<file path="src/rtl/lsu_hs.sv">
// Load/store handshake unit: accepts one RV load/store, decodes size and
// alignment, issues a single aligned memory beat with lane strobes, and
// returns extended load data with a one-cycle completion pulse.
//
// state | meaning
// ------+-----------------------------------------------------------------
// IDLE  | ready for a request (req_ready=1)
// MEM   | memory beat outstanding (mem_valid=1), wait counter running
// RESP  | one-cycle completion pulse (resp_valid=1), result registers fresh
module lsu_hs #(
    parameter int XLEN    = 32,
    parameter int TIMEOUT = 255
) (
    input  logic              clock,
    input  logic              reset,
    input  logic              req_valid,
    output logic              req_ready,
    input  logic              req_we,
    input  logic [2:0]        req_funct3,
    input  logic [XLEN-1:0]   req_addr,
    input  logic [XLEN-1:0]   req_wdata,
    output logic              resp_valid,
    output logic [XLEN-1:0]   resp_rdata,
    output logic [1:0]        resp_err,
    output logic              mem_valid,
    input  logic              mem_ready,
    output logic              mem_we,
    output logic [XLEN-1:0]   mem_addr,
    output logic [XLEN/8-1:0] mem_wstrb,
    output logic [XLEN-1:0]   mem_wdata,
    input  logic [XLEN-1:0]   mem_rdata,
    input  logic              mem_err
);

    localparam int STRB_W = XLEN / 8;
    localparam int OFF_W  = $clog2(STRB_W);
    localparam int CNT_W  = (TIMEOUT < 2) ? 1 : $clog2(TIMEOUT + 1);

    // Counter value seen in the last allowed MEM cycle; the timeout fires at
    // the edge that ends that cycle, giving exactly TIMEOUT MEM cycles.
    localparam logic [CNT_W-1:0] CNT_LAST = (TIMEOUT == 0) ? CNT_W'(0) : CNT_W'(TIMEOUT - 1);

    localparam logic [1:0] ST_IDLE = 2'd0;
    localparam logic [1:0] ST_MEM  = 2'd1;
    localparam logic [1:0] ST_RESP = 2'd2;

    localparam logic [1:0] ERR_OK      = 2'b00;
    localparam logic [1:0] ERR_ILLEGAL = 2'b01;
    localparam logic [1:0] ERR_BUS     = 2'b10;
    localparam logic [1:0] ERR_TIMEOUT = 2'b11;

    logic [1:0]        state;
    logic [CNT_W-1:0]  wait_cnt;

    // Request fields kept for the load return path.
    logic              we_q;
    logic              uns_q;
    logic [1:0]        size_q;
    logic [OFF_W-1:0]  off_q;

    logic              dec_illegal;
    logic              dec_misalign;
    logic [STRB_W-1:0] dec_strb;
    logic [OFF_W-1:0]  req_off;
    logic              accept;
    logic              go_mem;
    logic              go_bad;
    logic              mem_done;
    logic              mem_timeout;
    logic              timeout_hit;

    logic [XLEN-1:0]   ld_shift;
    logic [XLEN-1:0]   ld_mask;
    logic              ld_sign;
    logic [XLEN-1:0]   ld_data;

    // Handshake and status outputs are pure functions of the state register;
    // req_ready is also gated by reset so it reads 0 while reset is held.
    assign req_ready  = (state == ST_IDLE) && !reset;
    assign mem_valid  = (state == ST_MEM);
    assign resp_valid = (state == ST_RESP);

    assign req_off     = req_addr[OFF_W-1:0];
    assign accept      = req_valid && req_ready;
    assign go_mem      = accept && !(dec_illegal || dec_misalign);
    assign go_bad      = accept &&  (dec_illegal || dec_misalign);
    assign timeout_hit = (TIMEOUT != 0) && (wait_cnt == CNT_LAST);
    assign mem_done    = (state == ST_MEM) && mem_ready;
    assign mem_timeout = (state == ST_MEM) && !mem_ready && timeout_hit;

    // Decode legality, alignment and the unshifted byte strobe of the request.
    always_comb begin
        dec_illegal  = 1'b0;
        dec_misalign = 1'b0;
        dec_strb     = '0;
        if (req_funct3 == 3'b111) begin
            dec_illegal = 1'b1;
        end
        if ((XLEN == 32) && ((req_funct3 == 3'b011) || (req_funct3 == 3'b110))) begin
            dec_illegal = 1'b1;
        end
        if (req_we && req_funct3[2]) begin
            dec_illegal = 1'b1;
        end
        case (req_funct3[1:0])
            2'b00: begin
                dec_misalign = 1'b0;
                dec_strb     = STRB_W'(8'h01);
            end
            2'b01: begin
                dec_misalign = req_addr[0];
                dec_strb     = STRB_W'(8'h03);
            end
            2'b10: begin
                dec_misalign = |req_addr[1:0];
                dec_strb     = STRB_W'(8'h0F);
            end
            default: begin
                dec_misalign = |req_addr[2:0];
                dec_strb     = '1;
            end
        endcase
    end

    // Align returned data to bit 0, keep the access size and extend it.
    always_comb begin
        ld_shift = mem_rdata >> {off_q, 3'b000};
        ld_mask  = '1;
        ld_sign  = ld_shift[XLEN-1];
        case (size_q)
            2'b00: begin
                ld_mask = XLEN'(8'hFF);
                ld_sign = ld_shift[7];
            end
            2'b01: begin
                ld_mask = XLEN'(16'hFFFF);
                ld_sign = ld_shift[15];
            end
            2'b10: begin
                ld_mask = XLEN'(32'hFFFF_FFFF);
                ld_sign = ld_shift[31];
            end
            default: begin
                ld_mask = '1;
                ld_sign = ld_shift[XLEN-1];
            end
        endcase
        ld_data = (ld_shift & ld_mask) | ((ld_sign && !uns_q) ? ~ld_mask : '0);
    end

    // State register: IDLE -> MEM or RESP on accept, MEM -> RESP on
    // completion or timeout, RESP always back to IDLE after one cycle.
    always_ff @(posedge clock or posedge reset) begin
        if (reset) begin
            state <= ST_IDLE;
        end else begin
            case (state)
                ST_IDLE: begin
                    if (go_mem) begin
                        state <= ST_MEM;
                    end else if (go_bad) begin
                        state <= ST_RESP;
                    end
                end
                ST_MEM: begin
                    if (mem_done || mem_timeout) begin
                        state <= ST_RESP;
                    end
                end
                ST_RESP: begin
                    state <= ST_IDLE;
                end
                default: begin
                    state <= ST_IDLE;
                end
            endcase
        end
    end

    // Capture the request beat, run the wait counter and register the result.
    always_ff @(posedge clock or posedge reset) begin
        if (reset) begin
            mem_we     <= 1'b0;
            mem_addr   <= '0;
            mem_wstrb  <= '0;
            mem_wdata  <= '0;
            we_q       <= 1'b0;
            uns_q      <= 1'b0;
            size_q     <= 2'b00;
            off_q      <= '0;
            wait_cnt   <= '0;
            resp_rdata <= '0;
            resp_err   <= ERR_OK;
        end else begin
            if (go_mem) begin
                mem_we    <= req_we;
                mem_addr  <= {req_addr[XLEN-1:OFF_W], {OFF_W{1'b0}}};
                mem_wstrb <= req_we ? (dec_strb << req_off) : '0;
                mem_wdata <= req_we ? (req_wdata << {req_off, 3'b000}) : '0;
                we_q      <= req_we;
                uns_q     <= req_funct3[2];
                size_q    <= req_funct3[1:0];
                off_q     <= req_off;
                wait_cnt  <= '0;
            end
            if (go_bad) begin
                resp_err   <= ERR_ILLEGAL;
                resp_rdata <= '0;
            end
            // A completion in the timeout cycle wins over the timeout.
            if (mem_done) begin
                resp_err   <= mem_err ? ERR_BUS : ERR_OK;
                resp_rdata <= we_q ? '0 : ld_data;
            end else if (mem_timeout) begin
                resp_err   <= ERR_TIMEOUT;
                resp_rdata <= '0;
            end else if (state == ST_MEM) begin
                wait_cnt <= wait_cnt + CNT_W'(1);
            end
        end
    end

endmodule

</file>
<file path="config.mk">
export PLATFORM = sky130hd
export DESIGN_NAME = lsu_hs
export DESIGN_NICKNAME = d
export VERILOG_FILES = /design/src/rtl/lsu_hs.sv
export SDC_FILE = /design/constraint.sdc
export NUM_CORES = 1
export LEC_CHECK = 0
export BUFFER_PORTS_ARGS = -buffer_cell sky130_fd_sc_hd__buf_2
export CORE_MARGIN = 2
export CORE_UTILIZATION = 40
export CTS_CLUSTER_DIAMETER = 40
export DETAILED_ROUTE_END_ITERATION = 10
export MAX_ROUTING_LAYER = met4
export PLACE_DENSITY = 0.74
export SYNTH_ARGS = -nofsm -noshare
export SYNTH_HDL_FRONTEND = slang
export SYNTH_SLANG_ARGS = --single-unit
</file>
<file path="constraint.sdc">
create_clock -name clock -period 3.39 [get_ports clock]
set_input_delay 0 -clock clock [delete_from_list [all_inputs] [get_ports clock]]
set_output_delay 0 -clock clock [all_outputs]
set_load 0.01 [all_outputs]
</file>
# Word-level counts from Yosys, hierarchy flattened
# Index checks and enable logic that the tools add are counted.
totals:
  mem_bits_rw: 0
  latchBits: 0
  rom_bits: 0
  mem_count: 0
  reg_bits: 116
  elab_cells: 78
  output_inout_bits: 106
op_classes:
  bitwise: 3
  n_reduce_logical: 23
  n_eq_ne: 11
  mul: 0
  muxes: 26
  div_mod_pow: 0
  n_shift: 3
  n_lt_le_gt_ge: 0
  addsub: 1
ops:
  columns: ["cell", "count"]
  rows:
  - ["32-bit 2-to-1 mux", 6]
  - ["32-bit one-hot mux with 2 select lines", 1]
  - ["32-bit bitwise AND", 1]
  - ["8-bit 2-to-1 mux", 4]
  - ["32-bit inverter", 1]
  - ["32-bit bitwise OR", 1]
  - ["32-bit by 5-bit left shift with 32-bit output", 1]
  - ["32-bit by 5-bit >> shifter with 32-bit output", 1]
  - ["2-bit 2-to-1 mux", 7]
  - ["1-bit logical AND", 9]
  - ["8-bit by 1-bit adder with 8-bit output, second input constant", 1]
  - ["8-bit == test, second input constant", 1]
  - ["4-bit one-hot mux with 2 select lines", 1]
  - ["2-bit by 1-bit == test with 1-bit output, second input constant", 3]
  - ["3-bit == test, second input constant", 2]
  - ["2-bit zero test", 3]
  - ["2-bit == test, second input constant", 2]
  - ["1-bit zero test", 4]
  - ["4-bit 2-to-1 mux", 1]
  - ["2-bit one-hot mux with 2 select lines", 1]
  - ["4-bit by 2-bit left shift with 4-bit output", 1]
  - ["3-bit by 2-bit == test with 1-bit output, second input constant", 1]
  - ["1-bit logical OR", 3]
  - ["1-bit 2-to-1 mux", 3]
  - ["other kinds (8)", 8]

# Logic depth before layout (Yosys ltp)
logic_depth:
  depth_word: 11
  mapped_depth: 7
  mapped_depth_nobuf: 6

# Worst setup path before layout
# No wires, ideal clock.
synth_timing:
  path_kind: "register to register"
  startpoint: "reg off_q[1]"
  endpoint: "reg resp_rdata[17]"
  synth_period_minus_slack_ns: 1.842
  path_stages_with_launch: 7
  arrival_time_ns: 1.718
  t_required_ns: 3.266
  path_buffers: 2
  slack_ns: 1.548
  path_cell_list: "dfrtp_1 buf_2 mux2i_1 nor2_1 o311a_1 clkbuf_1 a211o_1"
synth_via:
  elab_chain_cells: 7
synth_rtl:
  columns: ["item", "line", "source"]
  rows:
  - ["start, declared", "59", "logic [OFF_W-1:0] off_q;"]
  - ["start signal, assigned", "203", "off_q <= req_off;"]
  - ["32-bit by 5-bit >> shifter with 32-bit output (*)", "127", "ld_shift = mem_rdata >> {off_q, 3'b000};"]
  - ["1-bit one-hot mux with 2 select lines", "130", "case (size_q)"]
  - ["1-bit logical AND", "148", "ld_data = (ld_shift & ld_mask) | ((ld_sign && !uns_q) ? ~ld_mask : '0);"]
  - ["32-bit 2-to-1 mux", "148", null]
  - ["32-bit bitwise OR (*)", "148", null]
  - ["32-bit 2-to-1 mux (*)", "213", "resp_rdata <= we_q ? '0 : ld_data;"]
  - ["32-bit 2-to-1 mux (*)", "211", "if (mem_done) begin"]
  - ["end signal, assigned", "213", null]
  - ["end, declared", "23", "output logic [XLEN-1:0] resp_rdata,"]
# Every way passes the cells marked *; elsewhere a longest branch is shown, timed or not.
# A chain may end at the register's enable or synchronous reset.

# Final worst setup path
layout_timing:
  startpoint: "reg off_q[0]"
  endpoint: "reg resp_rdata[2]"
# The elaborated chain is that of the path after synthesis.

==> impl.org <==
** Status
- The flow ran to the end, and the final reports show no timing, DRC or antenna violations.

** Setup path
- Type of element launching the critical path :: flip-flop
- Largest incremental delay on the critical path :: 0.61 ns
- For the worst setup path, the data required time is 3.69 ns.
- Among all stages on the critical path, the largest delay is contributed by sky130_fd_sc_hd__dlygate4sd3_1.
- The critical path in this run is classified as flip-flop to flip-flop.
- RR Startpoint :: off_q[0]
- WP data arrival :: 2.53 ns
- The critical path goes through buf_4, mux2i_1, dlygate4sd3_1, nand2_1, a32o_1.
- The critical path starts at off_q[0].
- Worst-path fanout max :: 22
- Element type at the critical path end :: flip-flop
- The number of cells on the worst reg-to-reg path is 5.

** Timing
- For the pin with the worst max-slew slack, the measured transition is 0.968 ns.
- Final sum of negative setup slack :: 0 ns
- Unrepaired setup endpoints after global routing :: false
- In the finished design, the share of the clock period the worst path needs comes to 65.7%.
- Final-report hold violation count :: 0
- Final Skew :: 0.00788 ns
- The worst pin sits at a relative slew slack of 35.5%.
- Clock period minus final worst setup slack :: roughly 2.2 ns
- Final number of setup-violating endpoints :: 0
- Final slew viol count :: 0
- Maximum clock rate :: 0.449 GHz
- Worst Slack Setup Final :: 1.16 ns

** Synthesis
- Total number of yosys warnings :: 0
- After synthesis, the share of flip-flops with an asynchronous set or reset is 100%.
- Synth Register Bits :: about 120
- Number of synthesized flops with an enable pin :: 0
- The number of different library cells used by synthesis comes to 51.
- Of the synthesized area, sequential elements account for 52.8%.
- The mapped netlist covers 5500 um^2.
- Top-area cell type share of the netlist area :: 52.8%
- Most common flop cell mapped by yosys :: sky130_fd_sc_hd__dfrtp_1
- The average instance in the mapped netlist occupies 11.1 um^2.
- Top cell type by total area after synthesis :: sky130_fd_sc_hd__dfrtp_1
- Most area-consuming cells after synthesis :: sky130_fd_sc_hd__dfrtp_1 53%, sky130_fd_sc_hd__mux2i_1 7.3%, sky130_fd_sc_hd__nand2_1 5.4%
- Synthesis produced 495 cells.

** Layout
- For this run, the post-layout net count is 868.
- Final-layout fill cell count :: around 1100
- The top cell types in the final layout, fill and taps aside, are 208 x sky130_fd_sc_hd__buf_2, 116 x sky130_fd_sc_hd__dfrtp_1, 79 x sky130_fd_sc_hd__nand2_1.
- Layout overhead on the synthesized area :: 45.5%
- The post-route netlist has 35.3% of its cells at a drive strength greater than 1.
- The library cell used most frequently in the layout, excluding fill and tap cells, is sky130_fd_sc_hd__buf_2.
- 0 antenna diodes ended up in the layout.

** Global route
- Largest net degree at the start of global routing :: 97
- Total global routing track utilization :: about a quarter
- After global routing the overflow that remains totals 0.
- The first global-routing pass estimated 25.9 mm of wire.
- Antenna violations before repair :: 0
- Vias in the first global route :: 5172

** CTS
- Bufs on Longest Clock Path :: 2
- Clock root cell :: sky130_fd_sc_hd__clkbuf_16
- CTS clock-pin slew for the worst setup and hold paths :: 0.05 ns
- Buffers inserted during clock tree synthesis total 17.
- Clock Sinks :: 116
- TritonCTS built the clock tree.
- Once the clock tree was built, the resizer swapped 0 gates to a different size.
- Insertion delay to the later sink of the worst-skew pair :: approximately 0.41 ns
- The H-tree was split into 4 levels.

** Route
- The detail route stage leaves a number of antenna-violating nets equal to 0.
- Number of vias per cell :: roughly 5.4
- For this block, the routed nets add up to 16.6 mm of wire.
- Total vias in the final route :: 5089
- For this run, design rule violations remaining after detail routing come to 0.
- The first detailed-routing pass took 5 iterations.
- Average wire length per cell after detail routing :: 17.4 um
- The first routing iteration left between 300 and 400 violations.

** Hold path
- Counting instances, the worst hold path has a depth of 4.
- Startpoint of the most critical hold path :: mem_rdata[14]
- Worst hold-check path type :: input pin to flip-flop

** Floorplanning
- The floorplan step defined a die boundary enclosing roughly 15000 um^2.
- Die Wd :: 121 um
- For this design the top-level I/O count stands at 211.
- Overall die height :: 121 um
- Row generation in the floorplan step produced 42 rows.
- Placeable core region :: 13300 um^2
- For this configuration, the core starts out at a cell density of 41.2%.

** Run
- Max-capacitance violation count :: 0

** Pwr
- Maximum resistive drop on vdd :: approximately 0.0003 V
- Per report_power, the sequential group accounts for 36.6% of the total.
- In this run, the clock network consumes between 30 and 40% of the power.
- In this run the static leakage power is about 0.0041 uW.
- Dividing total power by cell area gives a power density of 644 nW/um^2.
- Cell internal power was estimated by the tool at 3660 uW.
- Sw power :: 1490 uW
- Combinational logic is responsible for 24.9% of the overall power.
- Switching Fraction :: 29.0%

** Placement
- Detail Placement HPWL :: approximately 11 mm
- Port Buffers :: 208
- GP Congestion :: slightly above 0.9
- Minimum setup slack after placement :: 1.23 ns
worst max-delay path, delay by kind of cell, from the launching register on:
kind                   cells  cell delay [ns]
flip-flops                 1             0.54
buffers and inverters      2             0.98
multiplexers               1             0.27
AO/OA/AOI/OAI              1             0.26
AND/OR/NAND/NOR            1             0.06
routing by layer:
metal	part of all wire, %	up-vias	track usage [%]
li1	-	2339	-
met1	40	2463	27.8
met2	48	241	37.8
met3	7.6	46	5.12
met4	3.8	0	12.4
met5	0	-	-
final cells by class:
cell class | instances | area, um^2 | share of cell area, %
repair buffers | 281 | 1770 | 22.1
clock inverters | 9 | 173 | 2.16
flip-flops and latches | 116 | 2900 | 36.3
inverters | 5 | 21.3 | 0.266
clock buffers | 23 | 488 | 6.10
well taps | 176 | 220 | 2.75
multi-input cells | 340 | 2430 | 30.3
Yosys cell counts, types with 2 or more instances:
| cell | count |
|---|---|
| sky130_fd_sc_hd__buf_2 | 15 |
| sky130_fd_sc_hd__ha_1 | 2 |
| sky130_fd_sc_hd__buf_4 | 2 |
| sky130_fd_sc_hd__a21oi_1 | 10 |
| sky130_fd_sc_hd__o2bb2ai_1 | 8 |
| sky130_fd_sc_hd__mux2_1 | 25 |
| sky130_fd_sc_hd__a22o_1 | 9 |
| sky130_fd_sc_hd__nor2_1 | 18 |
| sky130_fd_sc_hd__nand3_1 | 4 |
| sky130_fd_sc_hd__clkbuf_1 | 17 |
| sky130_fd_sc_hd__a221o_1 | 8 |
| sky130_fd_sc_hd__mux2i_1 | 40 |
| sky130_fd_sc_hd__a211o_1 | 8 |
| sky130_fd_sc_hd__mux2_2 | 20 |
| sky130_fd_sc_hd__dfrtp_1 | 116 |
| sky130_fd_sc_hd__nor2b_1 | 4 |
| sky130_fd_sc_hd__o21ai_1 | 8 |
| sky130_fd_sc_hd__o31ai_1 | 11 |
| sky130_fd_sc_hd__inv_1 | 5 |
| sky130_fd_sc_hd__nand2b_1 | 2 |
| sky130_fd_sc_hd__a21boi_1 | 2 |
| sky130_fd_sc_hd__nand2_1 | 79 |
| sky130_fd_sc_hd__nand4_1 | 3 |
| sky130_fd_sc_hd__a32o_1 | 7 |
| sky130_fd_sc_hd__nor3_1 | 3 |
| sky130_fd_sc_hd__o21ai_0 | 35 |
| sky130_fd_sc_hd__o211ai_1 | 10 |
registers in the layout, summed over array words and instances (netlist names), 4 cells and up:
signal      flops
resp_rdata     32
mem_wstrb       4
mem_addr       30
mem_wdata      32
wait_cnt        8
path summary, 6_finish.rpt:
check / endpoint / slack, ns
worst max-delay path: resp_rdata[2] / 1.16
worst min-delay path: resp_rdata[6] / 0.02
worst max register to register: resp_rdata[2] / 1.16
worst min register to register: mem_wstrb[1] / 0.48
max in group asynchronous: mem_addr[19] / 2.12
min in group asynchronous: resp_err[1] / 0.40
power by group through the flow:
stage | Sequential [uW] | Combinational (uW) | Clock [uW]
2_1_floorplan | 1990 | 590 | 0
3_3_place_gp | 1880 | 1190 | 0
3_5_place_dp | 1900 | 1220 | 0
4_1_cts | 1880 | 1280 | 2030
5_1_grt | 1920 | 1390 | 2090
6_report | 1880 | 1280 | 1990
cells by family after synthesis:
group,after synthesis,share of synthesized area [%]
buf+inv,40,3.34
mux,86,16.9
compound gates,126,16.4
xor+xnor,1,0.159
simple gates,123,9.92
flops,116,52.8
other cells,1,0.0682
fa+ha+maj,2,0.455
metrics by stage:
stage	util, %	total power (uW)	cells	instance area [um^2]	hold WS (ns)
3_5_place_dp	50.0	3120	852	6680	0.220
3_3_place_gp	50.0	3070	852	6680	0.213
6_report	59.9	5150	950	8000	0.0231
4_1_cts	59.9	5190	950	8000	0.000698
5_1_grt	59.9	5410	950	8000	0.0281
2_1_floorplan	-	2580	496	5500	0.0467
repair_timing:
| action | CTS | global route |
|---|---|---|
| setup buffers | 0 | 0 |
| hold buffers | 66 | 0 |
| endpoints found under the hold margin | 145 | 0 |
Power figures use the tool's default switching activity.
